### src/rtl/dma_fifo_sequencer_if.sv
// Shared bus handshake between the DMA sequencer (master) and the memory fabric (slave).
interface dma_fifo_sequencer_if #(
    parameter int unsigned ADDR_W = 16
) ();
    logic              req;
    logic              we;
    logic [ADDR_W-1:0] addr;
    logic              ack;
    logic              err;

    modport master (
        output req,
        output we,
        output addr,
        input  ack,
        input  err
    );

    modport slave (
        input  req,
        input  we,
        input  addr,
        output ack,
        output err
    );
endinterface

### src/rtl/dma_fifo_sequencer.sv
// DMA transfer sequencer: fills an external FIFO from the source in bursts, then drains it
// word by word to the destination, with bounded per-access retry on bus errors.
module dma_fifo_sequencer #(
    parameter int unsigned ADDR_W         = 16,
    parameter int unsigned LEN_W          = 8,
    parameter int unsigned FIFO_ADDR_SIZE = 4,
    parameter int unsigned BURST          = 16,
    parameter int unsigned MAX_RETRY      = 4
) (
    input  logic                 clk,
    input  logic                 rst,
    input  logic                 start_i,
    input  logic [ADDR_W-1:0]    src_addr_i,
    input  logic [ADDR_W-1:0]    dst_addr_i,
    input  logic [LEN_W-1:0]     length_i,
    output logic                 busy_o,
    output logic                 done_o,
    output logic                 err_o,
    dma_fifo_sequencer_if.master bus_if,
    input  logic                 fifo_full_i,
    input  logic                 fifo_empty_i,
    output logic                 fifo_enable_o,
    output logic                 fifo_wr_rd_o,
    output logic                 fifo_old_add_flag_o
);
    localparam int unsigned FW = FIFO_ADDR_SIZE + 1;
    localparam int unsigned RW = (MAX_RETRY > 0) ? $clog2(MAX_RETRY + 1) : 1;
    localparam logic [FW-1:0] BurstCnt = FW'(BURST);
    localparam logic [RW-1:0] RetryMax = RW'(MAX_RETRY);

    localparam logic [2:0] StIdle  = 3'd0;
    localparam logic [2:0] StFill  = 3'd1;
    localparam logic [2:0] StPop   = 3'd2;
    localparam logic [2:0] StWr    = 3'd3;
    localparam logic [2:0] StDone  = 3'd4;
    localparam logic [2:0] StAbort = 3'd5;

    logic [2:0]        state_q, state_d;
    logic [ADDR_W-1:0] src_ptr_q, src_ptr_d;
    logic [ADDR_W-1:0] dst_ptr_q, dst_ptr_d;
    logic [LEN_W-1:0]  rd_left_q, rd_left_d;
    logic [LEN_W-1:0]  wr_left_q, wr_left_d;
    logic [FW-1:0]     fill_cnt_q, fill_cnt_d;
    logic [RW-1:0]     retry_cnt_q, retry_cnt_d;

    logic in_fill, in_wr, fill_req, fill_ack;

    assign in_fill  = (state_q == StFill);
    assign in_wr    = (state_q == StWr);
    // A full FIFO withdraws the read request so an ack can never write into it.
    assign fill_req = in_fill && !fifo_full_i;
    assign fill_ack = fill_req && bus_if.ack;

    always_comb begin
        state_d     = state_q;
        src_ptr_d   = src_ptr_q;
        dst_ptr_d   = dst_ptr_q;
        rd_left_d   = rd_left_q;
        wr_left_d   = wr_left_q;
        fill_cnt_d  = fill_cnt_q;
        retry_cnt_d = retry_cnt_q;
        case (state_q)
            StIdle: begin
                if (start_i) begin
                    if (length_i != '0) begin
                        src_ptr_d   = src_addr_i;
                        dst_ptr_d   = dst_addr_i;
                        rd_left_d   = length_i;
                        wr_left_d   = length_i;
                        fill_cnt_d  = '0;
                        retry_cnt_d = '0;
                        state_d     = StFill;
                    end else begin
                        state_d = StDone;
                    end
                end
            end
            StFill: begin
                if (fifo_full_i) begin
                    fill_cnt_d = '0;
                    state_d    = StPop;
                end else if (bus_if.ack) begin
                    src_ptr_d   = src_ptr_q + ADDR_W'(1);
                    rd_left_d   = rd_left_q - LEN_W'(1);
                    fill_cnt_d  = fill_cnt_q + FW'(1);
                    retry_cnt_d = '0;
                    if ((fill_cnt_q + FW'(1)) == BurstCnt || rd_left_q == LEN_W'(1)) begin
                        fill_cnt_d = '0;
                        state_d    = StPop;
                    end
                end else if (bus_if.err) begin
                    if (retry_cnt_q == RetryMax) state_d = StAbort;
                    else retry_cnt_d = retry_cnt_q + RW'(1);
                end
            end
            StPop: state_d = StWr;
            StWr: begin
                if (bus_if.ack) begin
                    dst_ptr_d   = dst_ptr_q + ADDR_W'(1);
                    wr_left_d   = wr_left_q - LEN_W'(1);
                    retry_cnt_d = '0;
                    if (wr_left_q == LEN_W'(1)) state_d = StDone;
                    else if (fifo_empty_i)       state_d = StFill;
                    else                         state_d = StPop;
                end else if (bus_if.err) begin
                    if (retry_cnt_q == RetryMax) state_d = StAbort;
                    else retry_cnt_d = retry_cnt_q + RW'(1);
                end
            end
            StDone:  state_d = StIdle;
            StAbort: state_d = StIdle;
            default: state_d = StIdle;
        endcase
    end

    always_ff @(posedge clk or posedge rst) begin
        if (rst) begin
            state_q     <= StIdle;
            src_ptr_q   <= '0;
            dst_ptr_q   <= '0;
            rd_left_q   <= '0;
            wr_left_q   <= '0;
            fill_cnt_q  <= '0;
            retry_cnt_q <= '0;
        end else begin
            state_q     <= state_d;
            src_ptr_q   <= src_ptr_d;
            dst_ptr_q   <= dst_ptr_d;
            rd_left_q   <= rd_left_d;
            wr_left_q   <= wr_left_d;
            fill_cnt_q  <= fill_cnt_d;
            retry_cnt_q <= retry_cnt_d;
        end
    end

    always_comb begin
        busy_o              = (state_q != StIdle);
        done_o              = (state_q == StDone) || (state_q == StAbort);
        err_o               = (state_q == StAbort);
        bus_if.req          = fill_req || in_wr;
        bus_if.we           = in_wr;
        bus_if.addr         = in_fill ? src_ptr_q : (in_wr ? dst_ptr_q : '0);
        // WR keeps the FIFO enabled with old_add_flag set so the popped word stays put.
        fifo_enable_o       = fill_ack || (state_q == StPop) || in_wr;
        fifo_wr_rd_o        = fill_ack;
        fifo_old_add_flag_o = in_wr;
    end
endmodule

### src/flat_wrapper.sv
// flat-port wrapper written by rule: the top's interface ports become plain ports
module dma_fifo_sequencer_flat 
#(
    parameter int unsigned ADDR_W         = 16,
    parameter int unsigned LEN_W          = 8,
    parameter int unsigned FIFO_ADDR_SIZE = 4,
    parameter int unsigned BURST          = 16,
    parameter int unsigned MAX_RETRY      = 4
)
  (clk, rst, start_i, src_addr_i, dst_addr_i, length_i, busy_o, done_o, err_o, fifo_full_i, fifo_empty_i, fifo_enable_o, fifo_wr_rd_o, fifo_old_add_flag_o, bus_if_req, bus_if_we, bus_if_addr, bus_if_ack, bus_if_err);
  dma_fifo_sequencer_if #(.ADDR_W(ADDR_W)) bus_if_i ();
  input  logic clk;
  input  logic rst;
  input  logic start_i;
  input  logic [ADDR_W-1:0] src_addr_i;
  input  logic [ADDR_W-1:0] dst_addr_i;
  input  logic [LEN_W-1:0] length_i;
  output logic busy_o;
  output logic done_o;
  output logic err_o;
  input  logic fifo_full_i;
  input  logic fifo_empty_i;
  output logic fifo_enable_o;
  output logic fifo_wr_rd_o;
  output logic fifo_old_add_flag_o;
  output wire logic [$bits(bus_if_i.req)-1:0] bus_if_req;
  output wire logic [$bits(bus_if_i.we)-1:0] bus_if_we;
  output wire logic [$bits(bus_if_i.addr)-1:0] bus_if_addr;
  input wire logic [$bits(bus_if_i.ack)-1:0] bus_if_ack;
  input wire logic [$bits(bus_if_i.err)-1:0] bus_if_err;
  assign bus_if_req = bus_if_i.req;
  assign bus_if_we = bus_if_i.we;
  assign bus_if_addr = bus_if_i.addr;
  assign bus_if_i.ack = bus_if_ack;
  assign bus_if_i.err = bus_if_err;
  dma_fifo_sequencer #(.ADDR_W(ADDR_W), .LEN_W(LEN_W), .FIFO_ADDR_SIZE(FIFO_ADDR_SIZE), .BURST(BURST), .MAX_RETRY(MAX_RETRY)) u_core (.clk(clk), .rst(rst), .start_i(start_i), .src_addr_i(src_addr_i), .dst_addr_i(dst_addr_i), .length_i(length_i), .busy_o(busy_o), .done_o(done_o), .err_o(err_o), .bus_if(bus_if_i), .fifo_full_i(fifo_full_i), .fifo_empty_i(fifo_empty_i), .fifo_enable_o(fifo_enable_o), .fifo_wr_rd_o(fifo_wr_rd_o), .fifo_old_add_flag_o(fifo_old_add_flag_o));
endmodule
### config.mk
export PLATFORM = sky130hd
export DESIGN_NAME = dma_fifo_sequencer_flat
export DESIGN_NICKNAME = d
export VERILOG_FILES = /design/src/rtl/dma_fifo_sequencer_if.sv /design/src/rtl/dma_fifo_sequencer.sv /design/src/flat_wrapper.sv
export SDC_FILE = /design/constraint.sdc
export NUM_CORES = 1
export LEC_CHECK = 0
export CORE_MARGIN = 1
export CORE_UTILIZATION = 40
export CTS_BUF_LIST = sky130_fd_sc_hd__clkbuf_8
export CTS_CLUSTER_SIZE = 14
export DETAILED_ROUTE_END_ITERATION = 10
export GPL_TIMING_DRIVEN = 0
export PLACE_DENSITY = 0.59
export RECOVER_POWER = 50
export SYNTH_ARGS = -nofsm -noshare
export SYNTH_HDL_FRONTEND = slang
export SYNTH_SLANG_ARGS = --single-unit
### constraint.sdc
create_clock -name clk -period 2.65 [get_ports clk]
set_input_delay 0.53 -clock clk [delete_from_list [all_inputs] [get_ports clk]]
set_output_delay 0.53 -clock clk [all_outputs]
set_load 0.02 [all_outputs]
### After elaboration in Yosys (flattened, before gate mapping)

Cells that the tools add are included.

| word-level totals | value |
|---|---|
| register bits after elaboration | 59 |
| logic and storage cells | 90 |

| cells by class | value |
|---|---|
| add/subtract/negate cells | 6 |
| equal/unequal tests | 16 |
| muxes and demuxes | 42 |
| reduce and logical (&&, ||, !) cells | 19 |

Operators with widths:

| kind | number |
|---|---|
| $mux 16 | 9 |
| $pmux 16 s2 | 2 |
| $mux 3 | 15 |
| $mux 8 | 5 |
| $add 16x1->16 const B | 2 |
| $pmux 8 s2 | 2 |
| $mux 5 | 5 |
| $eq 8x1->1 const B | 2 |
| $sub 8x1->8 const B | 2 |
| $pmux 3 s4 | 1 |
| $reduce_and 4->1 | 3 |
| $pmux 5 s2 | 1 |
| $eq 3x3->1 const B | 3 |
| $pmux 3 s3 | 1 |
| $ne 2x2->1 const B | 4 |
| $reduce_bool 8->1 | 1 |
| $eq 3x2->1 const B | 2 |
| $reduce_bool 3->1 | 2 |
| $add 5x1->5 const B | 1 |
| $eq 5x5->1 const B | 1 |
| $logic_or 1x1->1 | 5 |
| $reduce_and 5->1 | 1 |
| $ne 4x4->1 const B | 1 |
| $reduce_bool 2->1 | 2 |
| 9 further kinds | 10 |

### Longest topological paths before layout

Gate-level depths: netlist (run 1).

| logic depth | value |
|---|---|
| depth after elaboration | 7 |
| gate-level depth with buffers | 8 |

### Worst setup path after synthesis (run 1)

Ideal clock, no wire load.

| timing path | value |
|---|---|
| path type | register to output |
| start | register u_core.state_q[2] |
| end | output port bus_if_addr[11] |
| data arrival time | 1.722 ns |
| required time | 2.120 ns |
| slack | 0.398 ns |
| stages on the path, launching flop included | 8 |
| buffers on the path | 4 |
| cells stage by stage | dfrtp_1 buf_2 nand3b_1 inv_1 buf_2 buf_2 buf_2 a22o_1 |

| on the way | value |
|---|---|
| longest elaborated chain between the ends | 3 |

RTL lines:

| what | RTL line | source |
|---|---|---|
| from (decl) | dma_fifo_sequencer.sv:38 | `logic [2:0] state_q, state_d;` |
| from (signal assigned) | dma_fifo_sequencer.sv:118 | `state_q <= StIdle;` |
| from (signal assigned) | dma_fifo_sequencer.sv:126 | `state_q <= state_d;` |
| $eq 3x2->1 | dma_fifo_sequencer.sv:49 | `assign in_wr = (state_q == StWr);` |
| via bus_if_we | flat_wrapper.sv:27 | `output wire logic [$bits(bus_if_i.we)-1:0] bus_if_we;` |
| $mux 16 (2 in series) | dma_fifo_sequencer.sv:142 | `bus_if.addr = in_fill ? src_ptr_q : (in_wr ? dst_ptr_q : '0);` |
| to (decl) | flat_wrapper.sv:28 | `output wire logic [$bits(bus_if_i.addr)-1:0] bus_if_addr;` |

The timed path passes the listed nets, and every way through them passes these cells.

### Final worst setup path (run 1)

| timing path | value |
|---|---|
| start | input port length_i[5] |
| end | register u_core.wr_left_q[1] |

| on the way | value |
|---|---|
| longest elaborated chain between the ends | 3 |

RTL lines:

| what | RTL line | source |
|---|---|---|
| from (decl) | flat_wrapper.sv:17 | `input logic [LEN_W-1:0] length_i;` |
| $reduce_bool 8->1 | dma_fifo_sequencer.sv:65 | `if (length_i != '0) begin` |
| $ne 2x1->1 (no line) | -- |  |
| $reduce_and 4->1 (no line) | -- |  |
| to (signal assigned) | dma_fifo_sequencer.sv:130 | `wr_left_q <= wr_left_d;` |
| to (decl) | dma_fifo_sequencer.sv:42 | `logic [LEN_W-1:0] wr_left_q, wr_left_d;` |

No other way between the ends.
A chain may end at the register's enable or synchronous reset.

==> out/qor.yml, run 1 <==
floorplan:
  coreArea_um2: 10300
  die_w_um: 105
  num_rows: 37
  ioPinCount: 71
  initial_utilization: 0.411
  fp.dieH_um: 105
  dieArea_um2: 11000
drt:
  detail_route.wl_per_cell_um: 20.5
  firstDrtPassIters: 5
  via_count: 4518
  viasPerCell: 6.35
  drt-met1-wl_um: 6660
  drtIter0Drc: 332
  dr_wl_met3_um: 862
  wirelength_um: 14600
  met2_wirelength_um: 6750
  top_layer: "met4"
  drc: 0
  ant_nets: 0
grt:
  overflow: 0
  grt_max_degree: 39
  grt_use_total: 0.273
  grt_pass1_wl_um: 23200
  antenna_found_initial: 0
  grt_pass1_vias: 4280
yosys:
  synthArstFlopShare: 1.00
  syn-cell-area_um2: 4220
  ys_seq_area_frac: 0.350
  syn_inst: 487
  yosysUniqueCellTypes: 64
  synth-edff-count: 0
  synth-main-ff-cell: "dfrtp_1"
  ys_seq_elements: 59
  yosys_warnings: 0
  syn_area_per_cell_um2: 8.67
  syn_nets: 543
sta:
  drv_slew: 0
  fmax_mhz: 382
  worstMarginPinSlew_ps: 957
  finalCritPeriodShare: 0.989
  finalSetupViolations: 0
  rsz0062_at_grt: "yes"
  finClkSkew_ps: 8.54
  slew_headroom: 0.362
  fin_crit_ps: 2620
  finalHoldViolCount: 0
  fin_hold_ws_ps: 510
flow_run:
  maxCapViolCount: 0
clocking:
  tritoncts: "yes"
  cts_buffers: 9
  clock_latency_ps: 360
  cts.root.buffer_cell: "clkbuf_8"
  cts.hold.buffers_added: 0
  cts.sinks: 59
  cts_buffer_depth: 2
  clk_pin_slew_ps: 70
  htree_levels: 3
finish:
  n_fill_cell: 1021
  multi_input_area_um2: 2480
  area_delta_synth_final_pct: 25.5
  final_cell_area_um2: 5300
  drive_gt1_frac: 0.136
  diodes: 0
  fin_nets: 626
  regArea_um2: 1480
critical_path:
  crit_path_top_delay_cell: "dlygate4sd3_1"
  worstSetupStartpointType: "input pin"
  path_buf_inv: 1
  endpoint_kind: "register"
  r2r-end: "u_core.wr_left_q[6]"
  timing.rr.start: "u_core.state_q[2]"
  r2r_slack_ps: 420
  worstPathArrival_ps: 2860
  worstPathMaxFanout: 8
  ff2ff_path_depth: 7
  crit_type: "input pin to register"
  slowest_delay_ps: 640
  cp_cell_sequence: "dlygate4sd3_1 -> or4_1 -> o21ai_4 -> nand2_1 -> mux2_2"
  crit_family: "simple AND/OR/NAND/NOR gates"
  cp.required_ps: 2890
hold_path:
  holdPathStages: 1
  min_to: "u_core.rd_left_q[7]"
  hp-start: "u_core.rd_left_q[7]"
  hold_class: "register to register"
power:
  finalPower_mw: 6.25
  ir_worst_vdd_mv: 0.525
  p_per_area_nw_per_um2: 1180
  p_leak_nw: 2.15
placed_design:
  place_congestion: 0.891
  place_hpwl_um: 10500
  detailed_place.area_um2: 5110
  io_buffers: 70
run_status:
  outcome: "finished, final reports clean"
==> per-stage QoR <==
step / worst slack, ps / std cells / TNS [ps] / utilization
global route: -45.3 / 711 / -70.3 / 0.516
finish: 30.2 / 711 / 0 / 0.516
detailed placement: -428 / 694 / -9740 / 0.497
floorplan: 398 / 487 / 0 / -
global placement: -672 / 693 / -48070 / 0.495
CTS: 0.0910 / 710 / 0 / 0.524
==> per-layer routing <==
metal	global-route usage	up-vias
li1	-	2070
met1	0.379	2221
met2	0.423	199
met3	0.0318	28
met4	0.129	0
met5	0	-
==> worst max-delay path by stage <==
stage / depth (start not counted) / endpoint / slack [ps] / from
global route: 6 / fifo_enable_o / -50 / u_core.state_q[0]
detailed placement: 5 / fifo_enable_o / -430 / fifo_full_i
global placement: 2 / u_core.dst_ptr_q[8] / -670 / rst
floorplan: 7 / bus_if_addr[11] / 400 / u_core.state_q[2]
CTS: 6 / fifo_enable_o / 0.09 / u_core.state_q[0]
finish: 5 / u_core.wr_left_q[1] / 30 / length_i[5]
==> flip-flops by register name (all words and copies together), names as in the netlist <==
name	cells
u_core.retry_cnt_q	3
u_core.src_ptr_q	16
u_core.wr_left_q	8
u_core.fill_cnt_q	5
u_core.dst_ptr_q	16
u_core.state_q	3
u_core.rd_left_q	8
==> cells in the mapped netlist (all sizes together), types with 10 or more instances <==
library cell | count | area [um2]
buf | 20 | 123
dfrtp | 59 | 1480
and3 | 10 | 62.6
o2bb2ai | 20 | 175
nor3 | 18 | 90.1
nor4 | 12 | 75.1
nor2 | 36 | 138
a31oi | 13 | 81.3
a22o | 15 | 131
a21oi | 25 | 125
o22a | 14 | 123
o21ai | 26 | 141
o22ai | 20 | 125
clkbuf | 19 | 71.3
a22oi | 15 | 113
nand3 | 19 | 95.1
inv | 18 | 67.6
nand2 | 27 | 106
==> report_power, final <==
group,total (mW),switching (mW),internal [mW]
sequential,1.86,0.561,1.30
clock,0.895,0.393,0.502
combinational,3.50,2.05,1.45
==> placed cells by master (no fill, tap or decap), drive strengths merged, types with 4 or more instances in the layout <==
cell	netlist	final
a211o	4	4
a211oi	8	8
a21oi	25	25
a22o	15	15
a22oi	15	15
a2bb2oi	5	5
a31oi	13	13
a41oi	6	6
and2	5	5
and3	10	10
and4	4	4
buf	20	29
clkbuf	19	39
clkdlybuf4s50	0	47
dfrtp	59	59
ha	9	9
inv	18	21
mux2	4	4
nand2	27	27
nand2b	5	5
nand3	19	19
nand4	9	9
nor2	36	36
nor2b	5	5
nor3	18	18
nor4	12	12
o21ai	26	26
o22a	14	14
o22ai	20	20
o2bb2ai	20	20
or4	4	4
==> timing repair <==
item | 4_1_cts | 5_1_grt
endpoints found under the setup margin | 21 | 17
endpoints found under the hold margin | 0 | 0
cloned | 0 | 0
gates resized for setup | 73 | 23
setup buffers | 2 | 1
pin swaps | 0 | 1
==> logic make-up after synthesis <==
kind of cell | Yosys count | share of synthesized area
simple gates | 167 | 0.217
buf+inv | 57 | 0.0619
fa+ha+maj | 9 | 0.0267
mux | 4 | 0.0116
flops | 59 | 0.350
compound gates | 191 | 0.333
==> layout make-up <==
| class | instances | share of cell area |
|---|---|---|
| Timing Repair Buffer | 74 | 0.123 |
| Buffer | 37 | 0.0465 |
| Sequential cell | 59 | 0.279 |
| Clock buffer | 12 | 0.0312 |
| Multi-Input combinational cell | 371 | 0.468 |
| Clock inverter | 4 | 0.00779 |
| Inverter | 18 | 0.0128 |
| Tap cell | 136 | 0.0321 |
No activity file was read; power rests on OpenSTA's default activity.
==> run 2: changes to the inputs <==
--- a/config.mk
+++ b/config.mk
@@ -13,6 +13,7 @@
 export GPL_TIMING_DRIVEN = 0
 export PLACE_DENSITY = 0.59
 export RECOVER_POWER = 50
+export SETUP_SLACK_MARGIN = 0.4
 export SYNTH_ARGS = -nofsm -noshare
 export SYNTH_HDL_FRONTEND = slang
 export SYNTH_SLANG_ARGS = --single-unit
==> out/qor.yml, run 2 (synthesis results as in run 1) <==
run_status:
  outcome: "finished, final reports clean"
critical_path:
  timing.rr.start: "u_core.state_q[0]"
  worstPathMaxFanout: 10  # +2
  endpoint_kind: "register"
  worstSetupStartpointType: "input pin"
  r2r-end: "u_core.fill_cnt_q[0]"
  ff2ff_path_depth: 7  # unchanged
  r2r_slack_ps: 240  # -180 ps
  worstPathArrival_ps: 2770  # -90 ps
  cp.required_ps: 2900  # about the same
  crit_type: "input pin to register"
finish:
  n_fill_cell: 936  # -8.3%
  diodes: 0  # unchanged
  reg_top3: "u_core.dst_ptr_q (16), u_core.src_ptr_q (16)"
  fin_nets: 671  # +7.2%
  most-common-layout-cells: "dfrtp_1 (59), buf_4 (42), clkdlybuf4s50_1 (38), nor2_1 (34), buf_6 (29)"
  final_common_cell: "dfrtp_1"
  drive_gt1_frac: 0.224  # +0.0885
  area_delta_synth_final_pct: 41.5
drt:
  ant_nets: 0  # unchanged
  drc: 0  # unchanged
  wirelength_um: 15600  # +7.2%
  detail_route.wl_per_cell_um: 20.7  # +0.81%
  drtIter0Drc: 329  # -0.90%
  firstDrtPassIters: 6  # +1
  viasPerCell: 6.20  # -2.5%
  via_count: 4685  # +3.7%
floorplan:
  fp.dieH_um: 105  # unchanged
  num_rows: 37  # unchanged
  coreArea_um2: 10300  # unchanged
  die_w_um: 105  # unchanged
  dieArea_um2: 11000  # unchanged
  initial_utilization: 0.411  # unchanged
  ioPinCount: 71  # unchanged
sta:
  drv_slew: 0  # unchanged
  fin_hold_ws_ps: 502  # -8.10 ps
  finClkSkew_ps: 9.99  # +1.45 ps
  finalSetupViolations: 0  # unchanged
  worstMarginPinSlew_ps: 971  # +13.3 ps
  finalCritPeriodShare: 0.952  # -0.0363
  fmax_mhz: 396  # +3.8%
  finalHoldViolCount: 0  # unchanged
  setup_ws_ps: 126  # +96.1 ps
  rsz0062_at_grt: "yes"
  slew_headroom: 0.352  # -0.00959
  fin_crit_ps: 2520  # -96.1 ps
hold_path:
  hold_class: "register to register"
  hp-start: "u_core.rd_left_q[7]"
  min_to: "u_core.rd_left_q[7]"
  holdPathStages: 1  # unchanged
grt:
  grt_max_degree: 39  # unchanged
  grt_pass1_wl_um: 24500  # +5.3%
  grt_use_total: 0.288  # +0.0153
  grt_pass1_vias: 4525  # +5.7%
  antenna_found_initial: 0  # unchanged
  overflow: 0  # unchanged
clocking:
  cts_buffers: 9  # unchanged
  tritoncts: "yes"
  cts.sinks: 59  # unchanged
  cts_buffer_depth: 2  # unchanged
  cts.root.buffer_cell: "clkbuf_8"
  clock_latency_ps: 360  # about the same
  htree_levels: 3  # unchanged
  clk_pin_slew_ps: 70  # about the same
power:
  finalPower_mw: 7.20  # +15%
  ir_worst_vdd_mv: 0.572  # +9.0%
  p_leak_nw: 2.53  # +18%
  p_per_area_nw_per_um2: 1200  # +2.1%
placed_design:
  place_hpwl_um: 10500  # unchanged
  dp_slack_ps: -428  # unchanged
  io_buffers: 70  # unchanged
  place_congestion: 0.891  # unchanged
flow_run:
  maxCapViolCount: 0  # unchanged
## run 2: cell types whose count changed in the layout (fill, tap and decap cells not counted), moves of 4 or more
cell	previous run	this run
buf_2	16	8
clkdlybuf4s50_1	47	38
clkbuf_4	7	1
clkbuf_2	7	2
buf_8	0	5
dlymetal6s2s_1	0	6
buf_6	6	29
nand2_1	26	22
buf_4	6	42
nand2_2	1	5
clkbuf_16	0	5
## run 2: stage by stage
stage                     cells   util  setup TNS, ps  area [um2]
after floorplan             487      -              0        4220
after global placement      693  0.495         -48070        5090
after CTS                   744  0.565              0        5810
after global routing        756  0.581              0        5970
final                       756  0.581              0        5970
after detailed placement    694  0.497          -9740        5110
## run 2: critical path, cell delays in order
cell	delay, ps
dlygate4sd3_1	660
or4_4	450
o21ai_0	400
buf_12	180
buf_6	170
a211oi_1	90
a211o_1	290
## run 2: what timing repair did
item                       4_1_cts  5_1_grt
gates cloned                     1        1
setup buffers                   33       11
gates resized for setup        186       25
hold buffers                     0        0
pin swaps                       10        9
setup endpoints to repair       67       56
## run 2: metal layers
metal,GRT usage,routed length (um),vias up
met5,0,0,-
met4,0.139,450,0
met3,0.0368,1010,36
met2,0.463,7390,200
met1,0.384,6770,2283
li1,-,-,2166
## run 2: layout make-up
| cell class | instances | area (um2) | area share |
|---|---|---|---|
| Clock inverter | 4 | 41.3 | 0.00691 |
| Tap cell | 136 | 170 | 0.0285 |
| Buffer | 39 | 374 | 0.0626 |
| Sequential cell | 59 | 1480 | 0.247 |
| Inverter | 18 | 70.1 | 0.0117 |
| Timing Repair Buffer | 117 | 1130 | 0.189 |
| Clock buffer | 12 | 165 | 0.0277 |
| Multi-Input combinational cell | 371 | 2550 | 0.427 |
## run 2: worst max path at each step
| stage | to | depth (start not counted) | slack, ps | startpoint |
|---|---|---|---|---|
| after CTS | bus_if_addr[0] | 6 | 230 | u_core.state_q[2] |
| after global placement | u_core.dst_ptr_q[8] | 2 | -670 | rst |
| final | u_core.src_ptr_q[0] | 7 | 130 | length_i[2] |
| after detailed placement | fifo_enable_o | 5 | -430 | fifo_full_i |
| after floorplan | bus_if_addr[11] | 7 | 400 | u_core.state_q[2] |
| after global routing | u_core.fill_cnt_q[0] | 7 | 110 | u_core.state_q[1] |
## run 2: power breakdown
part,leakage (nW),internal [mW],switching [mW],total (mW)
clock,0.116,0.502,0.392,0.895
combinational,1.71,2.13,2.30,4.44
sequential,0.705,1.30,0.562,1.86
total,2.53,3.94,3.26,7.20
==> run 3: changes to the inputs <==
--- a/config.mk
+++ b/config.mk
@@ -5,15 +5,18 @@
 export SDC_FILE = /design/constraint.sdc
 export NUM_CORES = 1
 export LEC_CHECK = 0
+export CELL_PAD_IN_SITES_DETAIL_PLACEMENT = 0
+export CELL_PAD_IN_SITES_GLOBAL_PLACEMENT = 1
 export CORE_MARGIN = 1
 export CORE_UTILIZATION = 40
 export CTS_BUF_LIST = sky130_fd_sc_hd__clkbuf_8
 export CTS_CLUSTER_SIZE = 14
 export DETAILED_ROUTE_END_ITERATION = 10
 export GPL_TIMING_DRIVEN = 0
-export PLACE_DENSITY = 0.59
+export PLACE_DENSITY = 0.76
 export RECOVER_POWER = 50
 export SETUP_SLACK_MARGIN = 0.4
 export SYNTH_ARGS = -nofsm -noshare
 export SYNTH_HDL_FRONTEND = slang
 export SYNTH_SLANG_ARGS = --single-unit
+export TNS_END_PERCENT = 50
==> out/qor.yml, run 3 (synthesis results as in run 1) <==
run_status:
  outcome: "finished, final reports clean"
critical_path:
  worstSetupStartpointType: "input pin"
  r2r_slack_ps: 340  # +100 ps
  endpoint_kind: "register"
  crit_type: "input pin to register"
  worstPathMaxFanout: 7  # -3
  crit_family: "buffers and inverters"
  path_buf_inv: 3  # unchanged
  crit_path_top_delay_cell: "dlygate4sd3_1"
  slowest_delay_ps: 630  # -30 ps
  cp_cell_sequence: "dlygate4sd3_1 -> or4_1 -> o21ai_0 -> buf_12 -> buf_4 -> a22oi_1 -> o2bb2a_1"
  cp.required_ps: 2890  # about the same
  worstPathArrival_ps: 2720  # -50 ps
floorplan:
  num_rows: 37  # unchanged
  ioPinCount: 71  # unchanged
  initial_utilization: 0.411  # unchanged
  coreArea_um2: 10300  # unchanged
  dieArea_um2: 11000  # unchanged
  die_w_um: 105  # unchanged
  fp.dieH_um: 105  # unchanged
sta:
  finalCritPeriodShare: 0.936  # -0.0165
  rsz0062_at_grt: "yes"
  finClkSkew_ps: 5.84  # -4.15 ps
  fin_crit_ps: 2480  # -43.6 ps
  drv_slew: 0  # unchanged
  worstMarginPinSlew_ps: 959  # -11.5 ps
  setup_ws_ps: 170  # +43.6 ps
  finalHoldViolCount: 0  # unchanged
  slew_headroom: 0.360  # +0.00770
  finalSetupViolations: 0  # unchanged
  fmax_mhz: 403  # +1.8%
power:
  power_switching_share: 0.460  # +0.00731
  p_clk_frac: 0.115  # -0.009
  p_sw_mw: 3.27  # +0.28%
  p_per_area_nw_per_um2: 1210  # +0.48%
  p_leak_nw: 2.42  # -4.5%
  combPwrFrac: 0.622  # +0.005
  seqPwrFrac: 0.263  # +0.004
  ir_worst_vdd_mv: 0.610  # +6.7%
  p_int_mw: 3.83  # -2.6%
hold_path:
  hold_class: "register to register"
placed_design:
  detailed_place.area_um2: 5110  # unchanged
  dp_slack_ps: -450  # -21.4 ps
  place_congestion: 0.896  # +0.59%
  place_hpwl_um: 10600  # +0.79%
  io_buffers: 70  # unchanged
drt:
  viasPerCell: 6.29  # +1.5%
  drtIter0Drc: 329  # unchanged
  detail_route.wl_per_cell_um: 21.1  # +2.2%
  via_count: 4680  # -0.11%
  ant_nets: 0  # unchanged
  wirelength_um: 15700  # +0.61%
  firstDrtPassIters: 5  # -1
  drc: 0  # unchanged
finish:
  most-common-layout-cells: "dfrtp_1 (59), clkdlybuf4s50_1 (41), nor2_1 (34), buf_4 (30)"
  fin_util: 0.571  # -0.0103
  fin_nets: 659  # -1.8%
  reg_top3: "u_core.dst_ptr_q (16), u_core.src_ptr_q (16)"
  drive_gt1_frac: 0.207  # -0.0170
  diodes: 0  # unchanged
  final_common_cell: "dfrtp_1"
  area_delta_synth_final_pct: 38.9
  final_cell_area_um2: 5870  # -1.8%
clocking:
  cts_buffer_depth: 2  # unchanged
  cts.hold.buffers_added: 0  # unchanged
  htree_levels: 3  # unchanged
  clk_pin_slew_ps: 70  # about the same
  clock_latency_ps: 350  # about the same
  cts_buffers: 9  # unchanged
  cts.root.buffer_cell: "clkbuf_8"
  cts.sinks: 59  # unchanged
  tritoncts: "yes"
flow_run:
  maxCapViolCount: 0  # unchanged
grt:
  grt_pass1_vias: 4468  # -1.3%
  grt_max_degree: 39  # unchanged
  grt_use_total: 0.287  # -0.00123
  grt_pass1_wl_um: 24400  # -0.14%
  antenna_found_initial: 0  # unchanged
  overflow: 0  # unchanged
==> run 3: changes by cell type in the layout (fill, tap and decap cells not counted), moves of 2 or more <==
cell and delta:
buf_6 -4, buf_4 -12, buf_8 +2, dlymetal6s2s_1 -5, clkdlybuf4s50_1 +3, buf_12 +2
clkbuf_1 +2, dlygate4sd2_1 +3
==> run 3: repair_timing <==
action                                  CTS  global route
endpoints found under the hold margin     0             0
resized for setup                       180            28
setup buffers                            22             9
gates cloned                              0             3
endpoints found under the setup margin   68            64
pin swaps                                13             8
==> run 3: worst register-to-register path, delay by kind of cell (launching register included) <==
| kind | cells | cell delay (ps) |
|---|---|---|
| DFF | 1 | 400 |
| and+or+nand+nor | 1 | 240 |
| AOI/OAI and AO/OA | 3 | 780 |
| buffers and inverters | 3 | 800 |
==> run 3: metrics by stage <==
step | instances | TNS, ps | hold slack, ps | power, mW
after floorplan | 487 | 0 | 457 | 4.09
after global placement | 693 | -49570 | 475 | 5.32
after detailed placement | 694 | -10580 | 491 | 5.39
after CTS | 732 | 0 | 506 | 6.74
after global routing | 744 | 0 | 526 | 7.52
final | 744 | 0 | 510 | 7.10
==> run 3: cell type report <==
class,count,area [um2]
Fill cell,963,4410
Tap cell,136,170
Clock buffer,13,179
Sequential cell,59,1480
Inverter,18,67.6
Buffer,39,365
Timing Repair Buffer,105,1040
Clock inverter,3,12.5
Multi-Input combinational cell,371,2550
==> run 3: final timing paths <==
path | from | end | depth (start not counted)
max | length_i[7] | u_core.src_ptr_q[12] | 7
min | u_core.rd_left_q[7] | u_core.rd_left_q[7] | 1
max reg2reg | u_core.state_q[2] | u_core.rd_left_q[5] | 7
min reg2reg | u_core.rd_left_q[7] | u_core.rd_left_q[7] | 1
max in group asynchronous | rst | u_core.retry_cnt_q[1] | 3
min in group asynchronous | rst | u_core.fill_cnt_q[3] | 2
==> run 3: metal layers <==
metal  vias to the layer above  part of all wire  track usage
met1                      2254              0.41        0.384
met2                       268              0.48        0.463
met4                         0             0.015       0.0795
met5                         -                 0            0
li1                       2136                 -            -
met3                        22             0.089       0.0667
==> run 3: power groups by stage <==
stage | sequential, mW | combinational [mW] | clock [mW]
2_1_floorplan | 1.66 | 2.43 | 0
3_3_place_gp | 1.83 | 3.50 | 0
3_5_place_dp | 1.84 | 3.55 | 0
4_1_cts | 1.83 | 4.08 | 0.828
5_1_grt | 1.92 | 4.73 | 0.868
6_report | 1.87 | 4.42 | 0.818
